--- config.mk ---
export PLATFORM = sky130hd
export DESIGN_NAME = dieroll_uart_tx_flat
export DESIGN_NICKNAME = d
export VERILOG_FILES = /design/src/rtl/dieroll_pkg.sv /design/src/rtl/dieroll_uart_tx_if.sv /design/src/rtl/uart_tx_byte.sv /design/src/rtl/dieroll_uart_tx.sv /design/src/flat_wrapper.sv
export SDC_FILE = /design/constraint.sdc
export NUM_CORES = 1
export LEC_CHECK = 0
export CORE_MARGIN = 3
export CORE_UTILIZATION = 46
export CTS_CLUSTER_SIZE = 10
export DETAILED_ROUTE_END_ITERATION = 7
export PLACE_DENSITY = 0.63
export REMOVE_ABC_BUFFERS = 1
export SLEW_MARGIN = 20
export SYNTH_ARGS = -nofsm -noshare
export SYNTH_HDL_FRONTEND = slang
export SYNTH_SLANG_ARGS = --single-unit
export TNS_END_PERCENT = 5
--- constraint.sdc ---
create_clock -name i_clk -period 5.7 [get_ports i_clk]
set_input_delay 0.855 -clock i_clk [delete_from_list [all_inputs] [get_ports i_clk]]
set_output_delay 0.855 -clock i_clk [all_outputs]
set_load 0.03 [all_outputs]
--- src/rtl/dieroll_pkg.sv ---
// Shared types and constants for the die-roll serial reporting path.
// Also holds the face-to-decimal conversion used at request accept.
package dieroll_pkg;

    typedef enum logic [2:0] {
        IDLE,
        START,
        DATA,
        STOP,
        DONE
    } state_t;

    typedef enum logic [1:0] {
        SEQ_IDLE,
        SEQ_SEND,
        SEQ_DONE
    } seq_t;

    localparam logic [7:0] ASCII_ZERO  = 8'h30;
    localparam logic [7:0] ASCII_CR    = 8'h0D;
    localparam logic [7:0] ASCII_LF    = 8'h0A;
    localparam int         FRAME_BYTES = 4;

    typedef struct packed {
        logic [1:0] tens;
        logic [3:0] ones;
    } digits_t;

    // Face never exceeds 32, so a comparator chain replaces a divider.
    function automatic digits_t to_digits(input logic [5:0] face);
        digits_t d;
        d = '0;
        if (face >= 6'd30) begin
            d.tens = 2'd3;
            d.ones = 4'(face - 6'd30);
        end else if (face >= 6'd20) begin
            d.tens = 2'd2;
            d.ones = 4'(face - 6'd20);
        end else if (face >= 6'd10) begin
            d.tens = 2'd1;
            d.ones = 4'(face - 6'd10);
        end else begin
            d.tens = 2'd0;
            d.ones = 4'(face);
        end
        return d;
    endfunction

endpackage

--- src/rtl/dieroll_uart_tx_if.sv ---
// Request/status handshake between the roll source and the serial reporter.
interface dieroll_uart_tx_if;

    logic       i_valid;
    logic [4:0] i_dieRoll;
    logic       o_ready;
    logic       o_done;

    modport master (
        output i_valid,
        output i_dieRoll,
        input  o_ready,
        input  o_done
    );

    modport slave (
        input  i_valid,
        input  i_dieRoll,
        output o_ready,
        output o_done
    );

endinterface

--- src/rtl/uart_tx_byte.sv ---
// Generic 8N1 byte serializer with registered line output.
// A start request in the final stop-bit cycle chains the next byte with no gap.
//
// state | meaning
// IDLE  | line high, waiting for start_i
// START | driving the start bit (0)
// DATA  | driving data bits, LSB first
// STOP  | driving the stop bit (1); done_o on its last cycle
module uart_tx_byte
    import dieroll_pkg::*;
#(
    parameter int CLKS_PER_BIT = 434
) (
    input  logic       i_clk,
    input  logic       i_reset_n,
    input  logic       start_i,
    input  logic [7:0] byte_i,
    output logic       tx_o,
    output logic       busy_o,
    output logic       done_o
);

    localparam int CW = (CLKS_PER_BIT > 2) ? $clog2(CLKS_PER_BIT) : 1;
    localparam logic [CW-1:0] BAUD_LAST = CW'(CLKS_PER_BIT - 1);

    state_t        state_q, state_d;
    logic [CW-1:0] baud_q, baud_d;
    logic [2:0]    bit_q, bit_d;
    logic [7:0]    shift_q, shift_d;
    logic          tx_q, tx_d;
    logic          bit_end;

    assign bit_end = (baud_q == BAUD_LAST);
    assign tx_o    = tx_q;
    assign busy_o  = (state_q != IDLE);

    always_comb begin
        state_d = state_q;
        baud_d  = baud_q;
        bit_d   = bit_q;
        shift_d = shift_q;
        tx_d    = 1'b1;
        done_o  = 1'b0;

        if (state_q != IDLE) begin
            baud_d = bit_end ? '0 : baud_q + 1'b1;
        end

        case (state_q)
            IDLE: begin
                if (start_i) begin
                    state_d = START;
                    shift_d = byte_i;
                    baud_d  = '0;
                end
            end
            START: begin
                if (bit_end) begin
                    state_d = DATA;
                    bit_d   = '0;
                end
            end
            DATA: begin
                if (bit_end) begin
                    shift_d = {1'b0, shift_q[7:1]};
                    if (bit_q == 3'd7) begin
                        state_d = STOP;
                        bit_d   = '0;
                    end else begin
                        bit_d = bit_q + 1'b1;
                    end
                end
            end
            STOP: begin
                if (bit_end) begin
                    done_o = 1'b1;
                    if (start_i) begin
                        state_d = START;
                        shift_d = byte_i;
                    end else begin
                        state_d = IDLE;
                    end
                end
            end
            default: state_d = IDLE;
        endcase

        // Line level follows the state being entered, so tx_q lines up with state_q.
        case (state_d)
            START:   tx_d = 1'b0;
            DATA:    tx_d = shift_d[0];
            default: tx_d = 1'b1;
        endcase
    end

    always_ff @(posedge i_clk or negedge i_reset_n) begin
        if (!i_reset_n) begin
            state_q <= IDLE;
            baud_q  <= '0;
            bit_q   <= '0;
            shift_q <= '0;
            tx_q    <= 1'b1;
        end else begin
            state_q <= state_d;
            baud_q  <= baud_d;
            bit_q   <= bit_d;
            shift_q <= shift_d;
            tx_q    <= tx_d;
        end
    end

endmodule

--- src/rtl/dieroll_uart_tx.sv ---
// Reports each accepted die roll as "<tens><ones>\r\n" over UART 8N1.
//
// state    | meaning
// SEQ_IDLE | o_ready high, waiting for i_valid
// SEQ_SEND | serializer busy on frame byte idx_q
// SEQ_DONE | one-cycle o_done after the last stop bit
module dieroll_uart_tx
    import dieroll_pkg::*;
#(
    parameter int CLKS_PER_BIT = 434
) (
    input  logic                i_clk,
    input  logic                i_reset_n,
    dieroll_uart_tx_if.slave    bus,
    output logic                o_tx
);

    seq_t       seq_q, seq_d;
    logic [1:0] idx_q, idx_d;
    digits_t    dig_q, dig_d;
    digits_t    dig_in;
    logic [5:0] face;
    logic       accept;
    logic       ser_start;
    logic [7:0] ser_byte;
    logic       ser_busy;
    logic       ser_done;

    function automatic logic [7:0] frame_byte(input logic [1:0] idx, input digits_t d);
        logic [7:0] b;
        b = ASCII_LF;
        case (idx)
            2'd0:    b = ASCII_ZERO + {6'd0, d.tens};
            2'd1:    b = ASCII_ZERO + {4'd0, d.ones};
            2'd2:    b = ASCII_CR;
            default: b = ASCII_LF;
        endcase
        return b;
    endfunction

    assign face        = {1'b0, bus.i_dieRoll} + 6'd1;
    assign dig_in      = to_digits(face);
    assign bus.o_ready = (seq_q == SEQ_IDLE) && !ser_busy;
    assign bus.o_done  = (seq_q == SEQ_DONE);
    assign accept      = bus.o_ready && bus.i_valid;

    always_comb begin
        seq_d     = seq_q;
        idx_d     = idx_q;
        dig_d     = dig_q;
        ser_start = 1'b0;
        ser_byte  = frame_byte(2'd0, dig_in);

        case (seq_q)
            SEQ_IDLE: begin
                if (accept) begin
                    seq_d     = SEQ_SEND;
                    idx_d     = '0;
                    dig_d     = dig_in;
                    ser_start = 1'b1;
                end
            end
            SEQ_SEND: begin
                // Next byte is offered during the stop bit so it chains without a gap.
                ser_byte = frame_byte(idx_q + 2'd1, dig_q);
                if (ser_done) begin
                    if (idx_q == 2'(FRAME_BYTES - 1)) begin
                        seq_d = SEQ_DONE;
                    end else begin
                        idx_d     = idx_q + 2'd1;
                        ser_start = 1'b1;
                    end
                end
            end
            SEQ_DONE: seq_d = SEQ_IDLE;
            default:  seq_d = SEQ_IDLE;
        endcase
    end

    always_ff @(posedge i_clk or negedge i_reset_n) begin
        if (!i_reset_n) begin
            seq_q <= SEQ_IDLE;
            idx_q <= '0;
            dig_q <= '0;
        end else begin
            seq_q <= seq_d;
            idx_q <= idx_d;
            dig_q <= dig_d;
        end
    end

    uart_tx_byte #(
        .CLKS_PER_BIT(CLKS_PER_BIT)
    ) u_tx_byte (
        .i_clk     (i_clk),
        .i_reset_n (i_reset_n),
        .start_i   (ser_start),
        .byte_i    (ser_byte),
        .tx_o      (o_tx),
        .busy_o    (ser_busy),
        .done_o    (ser_done)
    );

endmodule

--- src/flat_wrapper.sv ---
// flat-port wrapper written by rule: the top's interface ports become plain ports
module dieroll_uart_tx_flat import dieroll_pkg::*;
#(
    parameter int CLKS_PER_BIT = 434
)
  (i_clk, i_reset_n, o_tx, bus_i_valid, bus_i_dieRoll, bus_o_ready, bus_o_done);
  dieroll_uart_tx_if bus_i ();
  input  logic i_clk;
  input  logic i_reset_n;
  output logic o_tx;
  input wire logic [$bits(bus_i.i_valid)-1:0] bus_i_valid;
  input wire logic [$bits(bus_i.i_dieRoll)-1:0] bus_i_dieRoll;
  output wire logic [$bits(bus_i.o_ready)-1:0] bus_o_ready;
  output wire logic [$bits(bus_i.o_done)-1:0] bus_o_done;
  assign bus_i.i_valid = bus_i_valid;
  assign bus_i.i_dieRoll = bus_i_dieRoll;
  assign bus_o_ready = bus_i.o_ready;
  assign bus_o_done = bus_i.o_done;
  dieroll_uart_tx #(.CLKS_PER_BIT(CLKS_PER_BIT)) u_core (.i_clk(i_clk), .i_reset_n(i_reset_n), .bus(bus_i), .o_tx(o_tx));
endmodule
==> run summary, run 1 <==
run status: completed
core area: 0.00450 mm^2
die width: 75.6 um
reg-to-reg slack, setup: 3.56 ns
Synth area leader: dfrtp_1
CTS H-tree lvls: 2
Compound-Gate Fraction of Synth Area: 18.0%
Tmin final: 3.60 ns
GRT overflow: 0
synthesis-to-layout area growth: 10.6%
TritonCTS clock tree: done
Clock Power Share: 34.2%
Setup crit start kind: input pin
I/O Buffers: 10
top cells by area, synth: dfrtp_1 37%, ha_1 9.0%, nand2_1 5.1%
Max-slew headroom: 54.5%
first-pass GRT wire length: 7520 um
worst min-delay path class: flip-flop to flip-flop
Leak: 1.10 nW
worst vdd ir: 0.000162 V
mux cell area share after synthesis: 1.68%
CP Data Required Time: 5.87 ns
Max-cap violations: 0
mapped cell area: 0.00223 mm^2
clk slew on worst S/H paths: 0.07 ns
Vias: 1670
FFs w/ async S/R, synth: 100%
Synth Area in Simple Gates: 23.6%
fmax: 0.278 GHz
Hold Violations, Final: 0
Yosys cell types: 63
PwrDens: 254 mW/mm^2
die height: 75.6 um
Reg2Reg Launch Point: u_core.u_tx_byte.state_q[1]
cts hold-fix bufs: 0
fin area: 0.00247 mm^2
post-place instance area: 0.00236 mm^2
Slew Viols, Final: 0
end point of the worst hold path: u_core.u_tx_byte.shift_q[4]
Synth warnings: 0
Pre-antenna DRT Iters: 4
number of synthesized register bits: 34
Min-Delay Startpoint: u_core.u_tx_byte.shift_q[5]
Setup TNS: 0 ns
largest family of logic cells by synthesized area: simple AND/OR/NAND/NOR gates
Seq pwr share: 47.6%
largest net degree at the start of global routing: 35
Post-Synth XOR/XNOR Area: 6.17%
Total Routing Usage GR: 17.2%
Antenna Nets Post-Route: 0
# resized after CTS: 0
adder and majority gate portion of the synthesized area: 8.98%
Final Skew: 0.00593 ns
setup repair bufs after CTS: 0
Crit Path Max Fanout: 9
Initial Util: 49.5%
register area share after synthesis: 38.2%
row cnt: 24
post-DP HPWL: 3170 um
Synth Area per Inst: 9.49 um^2
Switch Pwr: 174 uW
Final setup viols: 0
number of buffers created by CTS: 5
Combinational Power Share: 18.2%
Post-Route WL: 4300 um
number of global-route vias before repair: 1549
RSZ-0062 raised after global routing: no
Sw Share: 27.8%
Tightest Pin Transition: 0.678 ns
leading cell types in the layout, fill and taps excluded: 33 x dfrtp_1, 30 x nand2_1, 21 x nor2_1
Top FF cell, synth: dfrtp_1
clock latency on the worst-skew pair: 0.28 ns
diode count: 0
initial antenna violation count: 0
Routed WL per cell: 14.4 um
# clock sinks: 34
number of synthesized flops with an enable pin: 0
Reg-to-Reg End: u_core.u_tx_byte.shift_q[0]
commonest non-fill, non-tap cell in the layout: dfrtp_1
hold depth: 2
number of vias per cell: 5.59
crit path kind: input pin to flip-flop
final-stage net count: 270
Setup crit end kind: flip-flop
Final period util: 63.1%
clock root cell: clkbuf_8
# IOs: 11
die area: 0.00572 mm^2
Clock Tree Buf Depth: 2
RD Place Congestion: 0.812
share of layout cells above drive strength 1: 12.6%
FF-to-FF path depth: 6
Internal Power: 451 uW
1st-iter DRT viols: 105
Synth top area share: 37.0%
Syn Inst Count: 235
Arrival @ worst endpoint: 3.76 ns
WHS: 0.470 ns
Remaining DRCs: 0
## worst max-delay path, cell delays in order
cell and delay [ns]:
clkdlybuf4s50_1 0.55, ha_1 0.35, xnor2_1 0.59, inv_1 0.15
ha_1 0.27, nand2_1 0.12, o221a_1 0.20, o31a_4 0.16
a21boi_2 0.18, xnor2_1 0.08, mux2_4 0.25
## power groups by stage
stage	Sequential, mW	Combinational (mW)	Clock (mW)
6_report	0.298	0.114	0.214
4_1_cts	0.298	0.115	0.222
3_5_place_dp	0.302	0.114	0
2_1_floorplan	0.295	0.0865	0
3_3_place_gp	0.303	0.113	0
5_1_grt	0.302	0.130	0.232
## cells in the mapped netlist, types with 3 or more instances
master / instances
and3_1: 3
o21ai_0: 17
inv_1: 6
and2_1: 3
ha_1: 16
nand3_1: 6
nor2_1: 21
buf_2: 3
xnor2_1: 7
dfrtp_1: 33
xor2_1: 5
a22oi_1: 3
a31oi_1: 5
nor2b_1: 7
or3_1: 3
nor3_1: 5
o211ai_1: 3
nand2b_1: 3
a21oi_1: 5
nand2_1: 30
## metrics by stage
stage                     util (%)  power [mW]  instances  setup slack (ns)
after floorplan                  -       0.382        228              2.74
after global placement        52.3       0.415        291              1.92
after detailed placement      52.3       0.416        291              1.85
after CTS                     54.8       0.635        299              2.14
after global routing          54.8       0.665        299              1.93
final                         54.8       0.625        299              2.10
## worst max path at each step
| stage | from | endpoint | slack (ns) | cells past startpoint |
|---|---|---|---|---|
| floorplan | bus_i_dieRoll[0] | u_core.dig_q[1] | 2.74 | 10 |
| global placement | bus_i_dieRoll[0] | u_core.dig_q[1] | 1.92 | 11 |
| detailed placement | bus_i_dieRoll[0] | u_core.dig_q[1] | 1.85 | 11 |
| CTS | bus_i_dieRoll[0] | u_core.dig_q[1] | 2.14 | 11 |
| global route | bus_i_dieRoll[0] | u_core.dig_q[1] | 1.93 | 11 |
| finish | bus_i_dieRoll[0] | u_core.dig_q[1] | 2.10 | 11 |
## layer usage
layer	up-vias	routed length, um	global-route usage (%)	share of wire (%)
li1	857	-	-	-
met1	784	2340	27.1	54
met2	24	1780	23.4	41
met3	5	150	3.96	3.5
met4	0	31	4.66	0.72
met5	-	0	0	0
## sequential cells by signal, indices dropped and copies added (netlist names)
name,flops
u_core.u_tx_byte.tx_o,1
u_core.u_tx_byte.bit_q,3
u_core.idx_q,2
u_core.u_tx_byte.shift_q,8
u_core.seq_q,2
u_core.dig_q,6
u_core.u_tx_byte.baud_q,9
u_core.u_tx_byte.state_q,3
## final cells by class
type / count / area [um^2]
clock buffer: 5 / 68.8
clock inverter: 3 / 40.0
fill: 449 / 2040
inverter: 7 / 26.3
multi-input combinational: 187 / 1310
sequential: 34 / 852
tap: 52 / 65.1
timing repair buffer: 11 / 108
## logic make-up (layout without fill, tap and decap cells)
logic type	after synthesis	in the layout
xor gates and xnor gates	14	14
buffers and inverters	14	26
DFF	34	34
and+or+nand+nor	97	97
muxes	3	3
other	1	1
AOI/OAI and AO/OA	56	56
adders and majority gates	16	16
Note: power is estimated with default switching activity, not from simulation.
==> run 2, diff against run 1 <==
==> constraint.sdc (replaced) <==
create_clock -name i_clk -period 3.7 [get_ports i_clk]
set_input_delay 0.555 -clock i_clk [delete_from_list [all_inputs] [get_ports i_clk]]
set_output_delay 0.555 -clock i_clk [all_outputs]
set_load 0.03 [all_outputs]
==> run summary, run 2 (same netlist as run 1, synthesis figures left out) <==
Switch Pwr: 271 uW
Final Non-Filler Cells: 300
largest net degree at the start of global routing: 35
Tightest Pin Transition: 0.596 ns
Total Routing Usage GR: 17.1%
# resized after CTS: 0
die area: 0.00572 mm^2
worst vdd ir: 0.000205 V
Setup TNS: 0 ns
crit path kind: input pin to flip-flop
clock root cell: clkbuf_8
RSZ-0062 raised after global routing: no
Slew Viols, Final: 0
CP Data Required Time: 3.86 ns
Final period util: 77.2%
Reg-to-Reg End: u_core.u_tx_byte.shift_q[0]
Arrival @ worst endpoint: 3.02 ns
leading cell types in the layout, fill and taps excluded: 33 x dfrtp_1, 30 x nand2_1, 21 x nor2_1
Antenna Nets Post-Route: 0
Initial Util: 49.5%
reg-to-reg slack, setup: 1.57 ns
initial antenna violation count: 0
RD Place Congestion: 0.826
Tmin final: 2.86 ns
die height: 75.6 um
hold depth: 2
Clock Tree Buf Depth: 2
1st-iter DRT viols: 76
# IOs: 11
I/O Buffers: 10
Vias: 1663
FF-to-FF path depth: 6
number of buffers created by CTS: 5
max reg flops: 9
commonest non-fill, non-tap cell in the layout: dfrtp_1
number of global-route vias before repair: 1578
number of vias per cell: 5.54
Combinational Power Share: 19.2%
TritonCTS clock tree: done
PwrDens: 374 mW/mm^2
fillers: 409
Leak: 1.09 nW
Internal Power: 648 uW
diode count: 0
Setup crit start kind: input pin
largest reg by FF count: u_core.u_tx_byte.baud_q
Clock Power Share: 30.8%
Reg2Reg Launch Point: u_core.u_tx_byte.state_q[1]
Hold Violations, Final: 0
Max-cap violations: 0
top flop regs: u_core.u_tx_byte.baud_q (9), u_core.u_tx_byte.shift_q (8), u_core.dig_q (6)
worst min-delay path class: flip-flop to flip-flop
run status: completed
# clock sinks: 34
final-stage net count: 271
cts hold-fix bufs: 0
Remaining DRCs: 0
Pre-antenna DRT Iters: 4
Min-Delay Startpoint: u_core.u_tx_byte.shift_q[7]
Sw Share: 29.5%
share of layout cells above drive strength 1: 12.9%
clk slew on worst S/H paths: 0.07 ns
post-DP HPWL: 3270 um
Max-slew headroom: 60.0%
Final Skew: 0.00772 ns
Crit Path Max Fanout: 7
synthesis-to-layout area growth: 10.3%
first-pass GRT wire length: 7450 um
placed instance count: 292
end point of the worst hold path: u_core.u_tx_byte.shift_q[6]
clock latency on the worst-skew pair: 0.28 ns
Final setup viols: 0
Post-Route WL: 4330 um
Seq pwr share: 49.9%
Setup crit end kind: flip-flop
setup repair bufs after CTS: 0
fmax: 0.350 GHz
die width: 75.6 um
Routed WL per cell: 14.4 um
CTS H-tree lvls: 2
GRT overflow: 0
core area: 0.00450 mm^2
row cnt: 24
[run 2: changes by cell type in the layout (fill, tap and decap cells not counted)]
cell / delta
buf_4: +1
bufinv_16: -1
clkinv_2: -1
clkinvlp_4: +1
clkbuf_8: +1
[run 2: worst max path at each step]
stage                startpoint              end  slack (ns)  cells after the start
2_1_floorplan  bus_i_dieRoll[0]  u_core.dig_q[1]        1.04                     10
3_3_place_gp   bus_i_dieRoll[0]  u_core.dig_q[1]        0.62                     11
3_5_place_dp   bus_i_dieRoll[0]  u_core.dig_q[1]        0.53                     11
4_1_cts        bus_i_dieRoll[0]  u_core.dig_q[1]        0.83                     11
5_1_grt        bus_i_dieRoll[0]  u_core.dig_q[1]        0.69                     11
6_report       bus_i_dieRoll[0]  u_core.dig_q[1]        0.84                     11
[run 2: final cells by class]
class / instances / area [um^2] / area share, %
Multi-Input combinational cell: 187 / 1310 / 53.1
Inverter: 7 / 26.3 / 1.07
Clock buffer: 6 / 82.6 / 3.36
Tap cell: 52 / 65.1 / 2.64
Clock inverter: 2 / 12.5 / 0.509
Timing Repair Buffer: 12 / 115 / 4.68
Sequential cell: 34 / 852 / 34.6
[run 2: through the flow]
step	utilization, %	worst slack (ns)	hold slack (ns)	area, um^2	power (mW)
2_1_floorplan	-	1.04	0.259	2180	0.588
3_3_place_gp	52.5	0.621	0.460	2360	0.642
3_5_place_dp	52.5	0.530	0.470	2360	0.644
4_1_cts	54.6	0.829	0.475	2460	0.930
5_1_grt	54.6	0.691	0.516	2460	0.981
6_report	54.6	0.845	0.472	2460	0.919
[run 2: critical path, stage by stage]
cell and delay, ns:
clkdlybuf4s50_1 0.61, ha_1 0.31, xnor2_1 0.12, inv_1 0.09, ha_1 0.19, nand2_1 0.10, o221a_1 0.16, o31a_4 0.31
a21boi_2 0.17, xnor2_1 0.12, mux2_4 0.25
[run 2: power groups by stage]
stage,Sequential [mW],Clock [mW],Combinational [mW]
after floorplan,0.455,0,0.133
after global placement,0.466,0,0.176
after detailed placement,0.465,0,0.179
after CTS,0.458,0.293,0.179
after global routing,0.465,0.313,0.202
final,0.459,0.283,0.177
[run 2: layer usage]
metal / routed length [um] / vias up / global-route usage, %
met5: 0 / - / 0
met4: 53 / 0 / 5.44
met3: 126 / 4 / 3.96
met2: 1890 / 16 / 25.0
met1: 2260 / 792 / 25.2
li1: - / 851 / -
